$ cat src/rtl/warp_scheduler.sv
// Time-multiplexes LANES kernel lanes over a job: unpack words, launch a batch, collect and repack.
// Define TIMEOUT_EN to compile in the per-batch kernel watchdog (KERNEL_TIMEOUT cycles).
module warp_scheduler #(
  parameter int LANES          = 8,
  parameter int JOB_WORDS      = 128,
  parameter int KERNEL_TIMEOUT = 255
) (
  input  logic                  bus_clk,
  input  logic                  bus_rst_n,
  input  logic                  quiesce,
  input  logic                  xfer_open,
  input  logic                  recv_empty,
  output logic                  recv_rden,
  input  logic [31:0]           recv_data,
  input  logic                  recv_valid,
  input  logic                  send_full,
  output logic                  send_wren,
  output logic [31:0]           send_data,
  output logic [16*LANES-1:0]   lane_in_data,
  output logic [LANES-1:0]      lane_in_valid,
  input  logic [16*LANES-1:0]   lane_out_data,
  input  logic [LANES-1:0]      lane_out_valid,
  output logic                  busy,
  output logic                  job_done,
  output logic                  timeout_err,
  output logic [2:0]            dbg_state
);

  localparam int HALF   = LANES / 2;
  localparam int NBATCH = JOB_WORDS * 2 / LANES;
  localparam int CW     = $clog2(HALF) + 1;
  localparam int BW     = $clog2(NBATCH) + 1;
  localparam logic [CW-1:0] HALF_C    = CW'(HALF);
  localparam logic [CW-1:0] HALF_M1   = CW'(HALF - 1);
  localparam logic [BW-1:0] NBATCH_M1 = BW'(NBATCH - 1);

  typedef enum logic [2:0] {S_IDLE, S_FILL, S_LAUNCH, S_WAIT, S_DRAIN} state_e;

  state_e              state_q, state_d;
  logic [CW-1:0]       req_cnt_q, req_cnt_d;
  logic [CW-1:0]       rcv_cnt_q, rcv_cnt_d;
  logic [CW-1:0]       drain_cnt_q, drain_cnt_d;
  logic [BW-1:0]       batch_cnt_q, batch_cnt_d;
  logic [LANES-1:0]    done_q, done_d, done_nxt;
  logic [16*LANES-1:0] arg_q, arg_d;
  logic [16*LANES-1:0] res_q, res_d;
  logic                abort;

`ifdef TIMEOUT_EN
  localparam int TW = $clog2(KERNEL_TIMEOUT) + 1;
  localparam logic [TW-1:0] TMO_M1 = TW'(KERNEL_TIMEOUT - 1);
  logic [TW-1:0] wait_cnt_q, wait_cnt_d;
  logic          tmo_err_q, tmo_err_d;
`else
  localparam int unused_timeout = KERNEL_TIMEOUT;
`endif

  assign abort = quiesce || !xfer_open;

  // Handshakes: recv_rden pops one word only while !recv_empty, and that word returns
  // with recv_valid exactly one cycle later; send_wren pushes one word only while !send_full.
  always_comb begin
    state_d       = state_q;
    req_cnt_d     = req_cnt_q;
    rcv_cnt_d     = rcv_cnt_q;
    drain_cnt_d   = drain_cnt_q;
    batch_cnt_d   = batch_cnt_q;
    done_d        = done_q;
    arg_d         = arg_q;
    res_d         = res_q;
    done_nxt      = done_q | lane_out_valid;
    recv_rden     = 1'b0;
    send_wren     = 1'b0;
    send_data     = '0;
    lane_in_valid = '0;
    job_done      = 1'b0;
`ifdef TIMEOUT_EN
    wait_cnt_d    = wait_cnt_q;
    tmo_err_d     = tmo_err_q;
`endif

    unique case (state_q)
      S_IDLE: begin
        if (!abort) begin
          state_d = S_FILL;
`ifdef TIMEOUT_EN
          tmo_err_d = 1'b0;
`endif
        end
      end

      S_FILL: begin
        recv_rden = !recv_empty && (req_cnt_q < HALF_C);
        if (recv_rden) req_cnt_d = req_cnt_q + 1'b1;
        if (recv_valid) begin
          for (int j = 0; j < HALF; j++) begin
            if (rcv_cnt_q == CW'(j)) arg_d[32*j +: 32] = recv_data;
          end
          rcv_cnt_d = rcv_cnt_q + 1'b1;
          if (rcv_cnt_q == HALF_M1) begin
            state_d   = S_LAUNCH;
            req_cnt_d = '0;
            rcv_cnt_d = '0;
          end
        end
      end

      S_LAUNCH: begin
        lane_in_valid = '1;
        done_d        = '0;
        state_d       = S_WAIT;
`ifdef TIMEOUT_EN
        wait_cnt_d    = '0;
`endif
      end

      S_WAIT: begin
        // A repeated strobe simply overwrites the earlier capture.
        for (int i = 0; i < LANES; i++) begin
          if (lane_out_valid[i]) res_d[16*i +: 16] = lane_out_data[16*i +: 16];
        end
        done_d = done_nxt;
        if (&done_nxt) state_d = S_DRAIN;
`ifdef TIMEOUT_EN
        else if (wait_cnt_q == TMO_M1) begin
          for (int i = 0; i < LANES; i++) begin
            if (!done_nxt[i]) res_d[16*i +: 16] = 16'hFFFF;
          end
          done_d    = '1;
          tmo_err_d = 1'b1;
          state_d   = S_DRAIN;
        end else begin
          wait_cnt_d = wait_cnt_q + 1'b1;
        end
`endif
      end

      S_DRAIN: begin
        for (int j = 0; j < HALF; j++) begin
          if (drain_cnt_q == CW'(j)) send_data = res_q[32*j +: 32];
        end
        if (!send_full) begin
          send_wren = 1'b1;
          if (drain_cnt_q == HALF_M1) begin
            drain_cnt_d = '0;
            if (batch_cnt_q == NBATCH_M1) begin
              batch_cnt_d = '0;
              job_done    = 1'b1;
              state_d     = S_IDLE;
            end else begin
              batch_cnt_d = batch_cnt_q + 1'b1;
              state_d     = S_FILL;
            end
          end else begin
            drain_cnt_d = drain_cnt_q + 1'b1;
          end
        end
      end

      default: state_d = S_IDLE;
    endcase

    // Abort wins over every transition; late recv_valid then lands in IDLE and is dropped.
    if (abort) begin
      state_d     = S_IDLE;
      req_cnt_d   = '0;
      rcv_cnt_d   = '0;
      drain_cnt_d = '0;
      batch_cnt_d = '0;
      done_d      = '0;
    end
  end

  always_ff @(posedge bus_clk or negedge bus_rst_n) begin
    if (!bus_rst_n) begin
      state_q     <= S_IDLE;
      req_cnt_q   <= '0;
      rcv_cnt_q   <= '0;
      drain_cnt_q <= '0;
      batch_cnt_q <= '0;
      done_q      <= '0;
      arg_q       <= '0;
      res_q       <= '0;
    end else begin
      state_q     <= state_d;
      req_cnt_q   <= req_cnt_d;
      rcv_cnt_q   <= rcv_cnt_d;
      drain_cnt_q <= drain_cnt_d;
      batch_cnt_q <= batch_cnt_d;
      done_q      <= done_d;
      arg_q       <= arg_d;
      res_q       <= res_d;
    end
  end

`ifdef TIMEOUT_EN
  always_ff @(posedge bus_clk or negedge bus_rst_n) begin
    if (!bus_rst_n) begin
      wait_cnt_q <= '0;
      tmo_err_q  <= 1'b0;
    end else begin
      wait_cnt_q <= wait_cnt_d;
      tmo_err_q  <= tmo_err_d;
    end
  end

  assign timeout_err = tmo_err_q;
`else
  assign timeout_err = 1'b0;
`endif

  assign lane_in_data = arg_q;
  assign busy         = (state_q != S_IDLE);
  assign dbg_state    = state_q;

endmodule

$ cat config.mk
export PLATFORM = sky130hd
export DESIGN_NAME = warp_scheduler
export DESIGN_NICKNAME = d
export VERILOG_FILES = /design/src/rtl/warp_scheduler.sv
export SDC_FILE = /design/constraint.sdc
export NUM_CORES = 1
export LEC_CHECK = 0
export CAP_MARGIN = 15
export CORE_ASPECT_RATIO = 0.7
export CORE_MARGIN = 3
export CORE_UTILIZATION = 25
export DETAILED_ROUTE_END_ITERATION = 12
export GPL_ROUTABILITY_DRIVEN = 0
export PLACE_DENSITY = 0.54
export SYNTH_ARGS = -nofsm -noshare
export SYNTH_HDL_FRONTEND = slang
export SYNTH_SLANG_ARGS = --single-unit
$ cat constraint.sdc
create_clock -name bus_clk -period 5.4 [get_ports bus_clk]
set_clock_uncertainty 0.05 [all_clocks]
set_input_delay 1.08 -clock bus_clk [delete_from_list [all_inputs] [get_ports bus_clk]]
set_output_delay 1.08 -clock bus_clk [all_outputs]
set_load 0.02 [all_outputs]
Word-level counts from Yosys, hierarchy flattened
Cells that the tools add are included.
Widths: inputs -> output; s select.
Storage, ports and cells
  bits of input ports: 175
  logic and storage cells: 112
  register bits after elaboration: 282
Cells by class
  add/sub/neg operators: 4
  equality and inequality tests: 17
  order comparisons: 1
  reduce and logical (&&, ||, !) cells: 30
  bitwise operators: 1
  multiplexer cells: 41
Operators with widths (count)
  $mux 32: 5
  $mux 3: 19
  $mux 6: 5
  $reduce_and 2->1: 10
  $eq 3x2->1 const B: 6
  $mux 8: 2
  $pmux 8 s2: 1
  $ne 3x3->1 const B: 5
  $pmux 3 s5: 1
  $reduce_and 3->1: 5
  $add 3x1->3 const B: 3
  $eq 3x1->1 const B: 3
  $logic_not 3->1: 3
  $mux 1: 8
  $or 8x8->8: 1
  $reduce_and 8->1: 1
  $reduce_bool 2->1: 4
  $add 6x1->6 const B: 1
  $eq 6x5->1 const B: 1
  $reduce_bool 3->1: 2
  $reduce_and 5->1: 1
  $eq 3x3->1 const B: 1
  $lt 3x3->1 const B: 1
  $logic_not 1->1: 2
  3 further kinds: 3

Logic depth before layout (Yosys ltp)
Gate-level depths: netlist of the first run.
  depth in word-level cells: 7
  depth in mapped cells: 8

Worst setup path after synthesis of the first run
OpenSTA, ideal clock, no wires.
  path kind: in2out
  start: input port send_full
  end: output port job_done
  arrival time: 2238 ps
  buffers on the path: 0
  slack: 2032 ps
  stages: 3
  path through: nor4b_4 > nand2_4 > nor3_1
On the way
  longest elaborated chain between the ends: 2
Ends and longest elaborated chain
  from (decl): line 16  | input logic send_full,
  $mux 1: line 142  | if (!send_full) begin
  $mux 1: line 82  | unique case (state_q)
  to (decl): line 24  | output logic job_done,
No other way between the ends.

Worst setup path in the final report of the first run
  start: register drain_cnt_q[0]
  end: output port send_data[0]
On the way
  longest elaborated chain between the ends: 6
  elaborated cells between the ends (all ways): 9
  classes of those cells: eq/ne: 3; mux: 5; reduce/logical: 1
Ends and longest elaborated chain
  from (decl): line 42  | logic [CW-1:0] drain_cnt_q, drain_cnt_d;
  from (signal assigned): line 188  | drain_cnt_q <= drain_cnt_d;
  $logic_not 3->1: line 140  | if (drain_cnt_q == CW'(j)) send_data = res_q[32*j +: 32];
  $mux 32 (3 in a row): line 140
  $mux 32 *: line 140
  $mux 32 *: line 82
  to (decl): line 18  | output logic [31:0] send_data,
Mark *: on every way between the ends. The rest lies on a longest branch, timed or not.

==> impl_metrics.py, run 1 <==
metrics = {
    "floorplanning": {
        "rows": 66,
        "start_util_pct": 25.5,
        "io_pins": 351,
        "core_area_mm2": 0.0468,
        "die-height_um": 189,
        "die_x_um": 267,
        "dieArea_mm2": 0.0504,
    },
    "power": {
        "cellPowerDensity_mw_per_mm2": 289,
        "leakagePower_nw": 7.60,
        "power_mw": 4.92,
        "peakVddDrop_v": 0.000207,
    },
    "global_route": {
        "grt_util_met2_pct": 23.5,
        "grt_first_pass_wirelength_mm": 57.0,
        "met3_usage_pct": 2.85,
        "grt_max_degree": 123,
        "antenna_found_initial": 4,
        "track_usage_pct": 14.8,
        "grt-ovfl-total": 0,
        "grt_pass1_vias": 8848,
        "globalRouteMet1Util_pct": 20.9,
        "busiest_layer": "met2",
    },
    "placement": {
        "place_hpwl_mm": 26.4,
        "port-buffer-count": 349,
        "placed_area_mm2": 0.0160,
    },
    "clocking": {
        "ctsResizeCount": 0,
        "clockBufferDepth": 3,
        "cts_hold_buf": 0,
        "h-tree-depth": 1,
        "cts_tree": "done",
        "cts.sinks": 282,
        "cts_made_buffers": 31,
        "post-cts-setup-buffers": 0,
        "clk_pin_slew_ps": 60,
        "cts-root-buf": "clkbuf_16",
        "clk_latency_ps": 560,
    },
    "sta": {
        "slew_violations": 0,
        "hold_violations": 0,
        "timing.final.crit_period_ps": 4480,
        "setup_tns_ps": 0,
        "slew_headroom_pct": 27.1,
        "tightestPinTransition_ps": 1090,
        "fin_crit_sh_pct": 82.9,
        "hold-worst-slack_ps": 442,
        "finalSetupViolCount": 0,
        "rsz0062_at_grt": "no",
        "fmax_ghz": 0.223,
    },
    "min_path": {
        "hold_end": "lane_in_data[85]",
        "worstHoldPathType": "flip-flop to flip-flop",
        "hp-start": "lane_in_data[85]",
        "min_path_cells": 1,
    },
    "finish": {
        "regArea_mm2": 0.00706,
        "area_growth_pct": 42.7,
        "fillers": 4483,
        "finalNetCount": 1374,
        "fin_util_pct": 36.4,
        "multi_input_area_mm2": 0.00460,
        "final_area_mm2": 0.0170,
        "layout-drive-gt1-share_pct": 27.0,
    },
    "routing": {
        "drt_iter0_drc": 448,
        "wl_per_cell_um": 20.7,
        "drc": 0,
        "postRouteAntennaNets": 0,
        "routed_wl_mm": 37.7,
        "via_per_inst": 4.59,
        "num_vias": 8370,
        "drt_first_pass_iters": 4,
    },
    "worst_setup_path": {
        "worst_ep_required_time_ps": 4270,
        "regToRegEndpoint": "res_q[86]",
        "worst-path-max-fanout": 26,
        "arrival_ps": 3350,
        "worst-setup-path-type": "flip-flop to output pin",
        "r2r_cells": 3,
        "startpoint_type": "flip-flop",
        "crit_start": "drain_cnt_q[0]",
        "r2r_start": "dbg_state[0]",
        "crit_path_end_kind": "output pin",
        "r2r_slack_ps": 2580,
    },
    "yosys": {
        "netlist_instances": 859,
        "synthDistinctLibCells": 48,
        "synthArstFlopShare_pct": 100,
        "synth_edf_count": 0,
        "syn-cell-area_mm2": 0.0119,
        "syn_nets": 1044,
        "syn_avg_cell_area_um2": 13.9,
        "ys_ff_latch": 282,
        "ys_warn_count": 0,
        "synth_flop_cell": "dfrtp_1",
        "seq_area_frac_synth_pct": 59.2,
    },
    "outcome": {
        "status": "finished, final reports clean",
    },
    "job": {
        "max-cap-violations": 0,
    },
}
[report_power, final]
| group | switching (mW) | leakage [nW] | internal, mW |
|---|---|---|---|
| Clock | 0.864 | 0.485 | 1.20 |
| Sequential | 0.0482 | 3.86 | 2.20 |
| Combinational | 0.274 | 3.25 | 0.328 |
| Total | 1.19 | 7.60 | 3.73 |
[critical path, cell delays in order, from the launching register on]
cell and delay [ps]:
dfrtp_1 410, inv_1 110, ha_1 190, nor2b_4 750, a221o_1 220, o211ai_1 200
a21oi_1 260, clkdlybuf4s50_1 640
[layout by cell type, fill, tap and decap left out, types with 2 or more instances in the layout]
cell             netlist  layout
clkbuf_8               0       8
clkinv_2               0       6
or3b_2                 2       2
a31o_2                 2       2
o211ai_1              32      32
buf_4                  9       7
nor2b_4                0       3
a221o_1               32      32
mux2_2               250     250
nand3_1                6       6
clkinvlp_4             0       2
clkbuf_16              0      31
o22ai_1                5       5
nand2_1               49      46
dfrtp_1              282     282
ha_1                  10      10
nand2b_1               4       2
a21oi_1               49      49
clkbuf_1              27       6
nor2_1                 9       9
nand2b_2               0       2
inv_1                  6       6
o21ai_0                5       5
mux2i_1                2       2
diode_2                0       2
nand2_2                0       3
mux2_1                 6       6
buf_12                 0       2
nor3_1                14      13
or4_1                  2       2
clkdlybuf4s50_1        0     348
nor3b_1                5       4
[cells in the mapped netlist (9+ instances only)]
master      n  area (um^2)
dfrtp_1   282         7060
mux2_2    250         2820
a21oi_1    49          245
nand2_1    49          184
a221o_1    32          320
o211ai_1   32          240
clkbuf_1   27          101
buf_2      22          110
nor3_1     14         70.1
ha_1       10          125
buf_4       9         67.6
nor2_1      9         33.8
[final cells by class]
class | instances | area share, %
diodes | 2 | 0.0294
clock buffers | 45 | 5.34
clock inverters | 9 | 0.441
inverters | 6 | 0.132
multi-input cells | 510 | 27.0
flip-flops and latches | 282 | 41.5
well taps | 612 | 4.50
repair buffers | 358 | 21.1
[cell families (layout without fill, tap and decap cells)]
logic type / after synthesis / after routing / share of synthesized area (%)
muxes: 258 / 258 / 24.3
AOI/OAI and AO/OA: 132 / 132 / 7.88
buffers and inverters: 67 / 418 / 2.69
and+or+nand+nor: 107 / 107 / 4.69
xor gates and xnor gates: 2 / 2 / 0.147
other: 1 / 3 / 0.0314
DFF: 282 / 282 / 59.2
adders and majority gates: 10 / 10 / 1.05
[metrics by stage]
stage                     std cells  setup WS, ps
after floorplan                 859          2030
after global placement         1768          1330
after detailed placement       1768          1280
after CTS                      1822           864
after global routing           1823           681
final                          1824           921
[sequential cells by signal, summed over array words and instances (netlist names)]
signal and flops:
res_q 128, rcv_cnt_q 3, drain_cnt_q 3, done_q 8, dbg_state 3, lane_in_data 128, req_cnt_q 3, batch_cnt_q 6
[how the worst max path moves through the flow]
| stage | to | slack [ps] | cells past startpoint |
|---|---|---|---|
| after floorplan | job_done | 2030 | 3 |
| after global placement | job_done | 1330 | 6 |
| after detailed placement | job_done | 1280 | 6 |
| after CTS | send_data[10] | 860 | 8 |
| after global routing | send_data[10] | 680 | 8 |
| final | send_data[0] | 920 | 7 |
[per-layer routing]
metal,up-vias,routed length (um)
met5,-,40
met2,205,17300
met3,46,2030
met1,4319,17700
met4,6,680
li1,3794,-
(Power assumes the default switching activity.)
==> run 2, diff against run 1 <==
Settings changed: PLACE_DENSITY 0.54 to 0.55.
Clock period 5.4 ns to 3.9 ns, I/O delays scaled along.
==> run 2 against run 1 <==
Sequential share of layout area is 0.59 points lower; routed wire length decreased by 1.2%; first-iteration DRC count is 22% lower; utilization increased by 0.53 points; worst setup slack got worse by 700 ps; register-to-register slack lost 1200 ps; combinational power increased by 39%; largest cell class unchanged; cell count up 1.1%; flip-flop and latch count stayed put.
==> impl_metrics.py, run 2 (synthesized netlist as in run 1, its figures left out) <==
metrics = {
    "placement": {
        "port-buffer-count": 349,
        "placed_cells": 1783,
        "placed_area_mm2": 0.0162,
        "place_hpwl_mm": 26.4,
    },
    "worst_setup_path": {
        "regToRegEndpoint": "res_q[60]",
        "worst-path-max-fanout": 16,
        "worst-setup-path-type": "flip-flop to output pin",
        "r2r_slack_ps": 1430,
        "worst_ep_required_time_ps": 3070,
        "r2r_cells": 5,
        "arrival_ps": 2850,
        "crit_path_end_kind": "output pin",
        "startpoint_type": "flip-flop",
        "r2r_start": "dbg_state[2]",
    },
    "job": {
        "max-cap-violations": 0,
    },
    "global_route": {
        "busiest_layer": "met2",
        "antenna_found_initial": 4,
        "grt-ovfl-total": 0,
        "grt_util_met2_pct": 23.3,
        "grt_first_pass_wirelength_mm": 56.6,
        "track_usage_pct": 14.6,
        "met3_usage_pct": 3.56,
        "grt_pass1_vias": 8961,
        "globalRouteMet1Util_pct": 20.1,
        "grt_max_degree": 87,
    },
    "floorplanning": {
        "die-height_um": 189,
        "die_x_um": 267,
        "core_area_mm2": 0.0468,
        "start_util_pct": 25.5,
        "io_pins": 351,
        "dieArea_mm2": 0.0504,
        "rows": 66,
    },
    "clocking": {
        "clk_latency_ps": 550,
        "clk_pin_slew_ps": 60,
        "cts_hold_buf": 0,
        "clockBufferDepth": 3,
        "cts_made_buffers": 31,
        "cts_tree": "done",
        "h-tree-depth": 1,
        "cts.sinks": 282,
        "cts-root-buf": "clkbuf_16",
    },
    "routing": {
        "drt_first_pass_iters": 4,
        "drt_iter0_drc": 351,
        "num_vias": 8414,
        "wl_per_cell_um": 20.2,
        "drc": 0,
        "via_per_inst": 4.56,
        "routed_wl_mm": 37.3,
        "postRouteAntennaNets": 0,
    },
    "outcome": {
        "status": "finished, final reports clean",
    },
    "min_path": {
        "worstHoldPathType": "input pin to async pin",
    },
    "finish": {
        "layout_commonest_cell": "clkdlybuf4s50_1",
        "final_cells": 1844,
        "area_growth_pct": 44.8,
        "finalNetCount": 1394,
        "final_area_mm2": 0.0173,
        "fillers": 4532,
        "layout_common_cells": "clkdlybuf4s50_1 (344), dfrtp_1 (282), mux2_2 (250)",
        "layout-drive-gt1-share_pct": 27.6,
    },
    "power": {
        "cellPowerDensity_mw_per_mm2": 399,
        "peakVddDrop_v": 0.000229,
        "leakagePower_nw": 7.79,
    },
    "sta": {
        "setup_tns_ps": 0,
        "tightestPinTransition_ps": 1000,
        "rsz0062_at_grt": "no",
        "fin_crit_sh_pct": 94.3,
        "hold_violations": 0,
        "slew_violations": 0,
        "timing.final.crit_period_ps": 3680,
        "fmax_ghz": 0.272,
        "finalSetupViolCount": 0,
        "slew_headroom_pct": 33.1,
    },
}
==> run 2: what timing repair did <==
item / in CTS / in global routing
buffers inserted: 2 / 3
pin swaps: 0 / 0
gates cloned: 0 / 0
gates resized for setup: 2 / 8
setup endpoints to repair: 18 / 24
==> run 2: critical path, stage by stage, from the launching register on <==
cell             delay [ps]
dfrtp_1                 410
inv_1                    90
ha_1                    180
nor2b_4                 210
buf_12                  160
buf_12                  150
a221o_1                 170
o211ai_1                100
a21oi_1                 180
clkdlybuf4s50_1         620
==> run 2: worst max path at each step <==
| stage | from | endpoint | slack [ps] | cells past startpoint |
|---|---|---|---|---|
| floorplan | dbg_state[2] | lane_in_valid[1] | 850 | 3 |
| global placement | send_full | job_done | 510 | 5 |
| detailed placement | drain_cnt_q[0] | send_data[22] | 530 | 8 |
| CTS | drain_cnt_q[1] | send_data[17] | 2 | 8 |
| global route | drain_cnt_q[0] | send_data[3] | 8 | 8 |
| finish | drain_cnt_q[1] | send_data[17] | 220 | 9 |
==> run 2: layout make-up <==
cell class | count | area, um^2 | share of cell area [%]
tap | 612 | 766 | 4.43
antenna | 2 | 5.00 | 0.0290
clock buffer | 45 | 878 | 5.09
timing repair buffer | 378 | 3830 | 22.2
sequential | 282 | 7060 | 40.9
inverter | 6 | 22.5 | 0.130
clock inverter | 9 | 126 | 0.732
multi-input combinational | 510 | 4590 | 26.6
==> run 2: metrics by stage <==
step	utilization [%]	total power, mW	hold WS, ps	worst slack (ps)
2_1_floorplan	-	3.45	429	849
3_3_place_gp	34.6	4.01	424	510
3_5_place_dp	34.6	4.02	430	529
4_1_cts	36.7	7.02	179	2.16
5_1_grt	36.9	7.20	207	7.68
6_report	36.9	6.88	182	223
==> run 2: per-layer routing <==
layer / vias up / routed length [um]
met3: 48 / 2220
met5: - / 34
li1: 3840 / -
met4: 4 / 615
met2: 201 / 17600
met1: 4321 / 16800
==> run 2: power by group <==
part	leakage [nW]	internal [mW]	switching, mW
sequential	3.86	3.05	0.0609
clock	0.491	1.75	1.19
combinational	3.43	0.457	0.381
total	7.79	5.25	1.63
==> run 3, diff against run 2 <==
Settings changed: CORE_MARGIN 3 to 2.
==> run 3 against run 2 <==
Register-to-register slack lost 160 ps; sequential power barely moved; worst setup slack got worse by 100 ps; critical path depth down 1; critical path type unchanged.
==> impl_metrics.py, run 3 (synthesized netlist as in run 1, its figures left out) <==
metrics = {
    "sta": {
        "setup_tns_ps": 0,
        "slew_violations": 0,
        "fmax_ghz": 0.265,
        "hold_violations": 0,
        "fin_crit_sh_pct": 96.8,
        "finalSetupViolCount": 0,
        "timing.final.crit_period_ps": 3780,
        "slew_headroom_pct": 34.5,
        "hold-worst-slack_ps": 252,
        "tightestPinTransition_ps": 980,
    },
    "global_route": {
        "grt_first_pass_wirelength_mm": 56.2,
        "grt_pass1_vias": 8818,
        "grt-ovfl-total": 0,
        "antenna_found_initial": 4,
        "grt_max_degree": 102,
        "track_usage_pct": 14.7,
    },
    "job": {
        "max-cap-violations": 0,
    },
    "power": {
        "power_switching_mw": 1.70,
        "power_mw": 7.18,
        "swShare_pct": 23.7,
        "clkPwrFrac_pct": 45.0,
        "seqPwrFrac_pct": 43.3,
        "peakVddDrop_v": 0.000221,
        "p_int_mw": 5.48,
        "p_comb_share_pct": 11.6,
        "cellPowerDensity_mw_per_mm2": 413,
        "leakagePower_nw": 7.86,
    },
    "min_path": {
        "worstHoldPathType": "input pin to async pin",
    },
    "finish": {
        "area_growth_pct": 45.9,
        "layout_commonest_cell": "clkdlybuf4s50_1",
        "final_cells": 1856,
        "layout-drive-gt1-share_pct": 28.7,
        "layout_common_cells": "clkdlybuf4s50_1 (345), dfrtp_1 (282), mux2_2 (250)",
        "finalNetCount": 1399,
    },
    "routing": {
        "drc": 0,
        "routed_wl_mm": 36.4,
        "num_vias": 8386,
        "drt_first_pass_iters": 6,
        "wl_per_cell_um": 19.6,
        "via_per_inst": 4.52,
        "drt_iter0_drc": 385,
        "postRouteAntennaNets": 0,
    },
    "placement": {
        "placed_cells": 1782,
        "place_hpwl_mm": 25.6,
        "port-buffer-count": 349,
    },
    "worst_setup_path": {
        "arrival_ps": 2950,
        "worst_ep_required_time_ps": 3070,
        "worst-path-max-fanout": 12,
        "startpoint_type": "flip-flop",
        "worst-setup-path-type": "flip-flop to output pin",
        "crit_path_end_kind": "output pin",
    },
    "outcome": {
        "status": "finished, final reports clean",
    },
    "floorplanning": {
        "io_pins": 351,
        "die-height_um": 187,
        "start_util_pct": 25.5,
        "rows": 66,
        "dieArea_mm2": 0.0495,
        "die_x_um": 265,
        "core_area_mm2": 0.0467,
    },
    "clocking": {
        "clk_latency_ps": 510,
        "cts_tree": "done",
        "clockBufferDepth": 3,
        "cts_made_buffers": 34,
        "cts.sinks": 282,
        "clk_pin_slew_ps": 60,
        "cts_hold_buf": 0,
        "h-tree-depth": 2,
        "cts-root-buf": "clkbuf_16",
    },
}
## run 3: cell types whose count changed in the layout (fill, tap and decap cells not counted), sizes merged
cell	change
buf	+2
clkbuf	+2
clkdlybuf4s50	+1
clkinv	+3
clkinvlp	-1
diode	+3
dlygate4sd2	-1
inv	+3
## run 3: final timing paths
check	slack [ps]	start	cells past startpoint	to
max	120	drain_cnt_q[0]	8	send_data[17]
min	250	bus_rst_n	1	res_q[101]
max reg2reg	1270	dbg_state[2]	4	res_q[101]
min reg2reg	440	lane_in_data[83]	1	lane_in_data[83]
max in group asynchronous	2510	bus_rst_n	2	res_q[116]
min in group bus_clk	440	lane_in_data[83]	1	lane_in_data[83]
## run 3: worst max-delay path: stages (launching register included)
cell	delay (ps)
dfrtp_1	410
inv_1	120
ha_1	230
nor2b_4	310
buf_4	260
a221o_1	200
o211ai_1	120
a21oi_1	160
clkdlybuf4s50_1	630
## run 3: routing by layer
metal,vias to the layer above,track usage [%],share of wire (%)
met1,4300,20.3,46
met2,179,23.7,47
met4,0,3.39,1.7
li1,3867,-,-
met5,-,0,0
met3,40,3.23,5.1
## run 3: final cells by class
class | count | area, um^2
Clock inverter | 14 | 163
Antenna cell | 5 | 12.5
Sequential cell | 282 | 7060
Inverter | 6 | 22.5
Fill cell | 4494 | 29300
Tap cell | 612 | 766
Multi-Input combinational cell | 510 | 4610
Timing Repair Buffer | 380 | 3780
Clock buffer | 47 | 981
## run 3: per-stage QoR
stage / setup slack [ps] / utilization, % / area, um^2
4_1_cts: 18.6 / 37.0 / 17300
5_1_grt: -2.83 / 37.2 / 17400
3_5_place_dp: 474 / 34.5 / 16100
3_3_place_gp: 485 / 34.5 / 16100
6_report: 123 / 37.2 / 17400
2_1_floorplan: 849 / - / 11900
## run 3: power groups by stage
| stage | sequential, mW | clock (mW) | combinational [mW] |
|---|---|---|---|
| 5_1_grt | 3.13 | 3.51 | 0.892 |
| 3_3_place_gp | 3.16 | 0 | 0.847 |
| 6_report | 3.11 | 3.23 | 0.836 |
| 4_1_cts | 3.11 | 3.37 | 0.856 |
| 3_5_place_dp | 3.16 | 0 | 0.852 |
| 2_1_floorplan | 3.31 | 0 | 0.139 |
## run 3: what timing repair did
action / 4_1_cts / 5_1_grt
setup endpoints to repair: 9 / 24
gates resized for setup: 1 / 6
pin swaps: 0 / 0
buffers inserted: 3 / 5
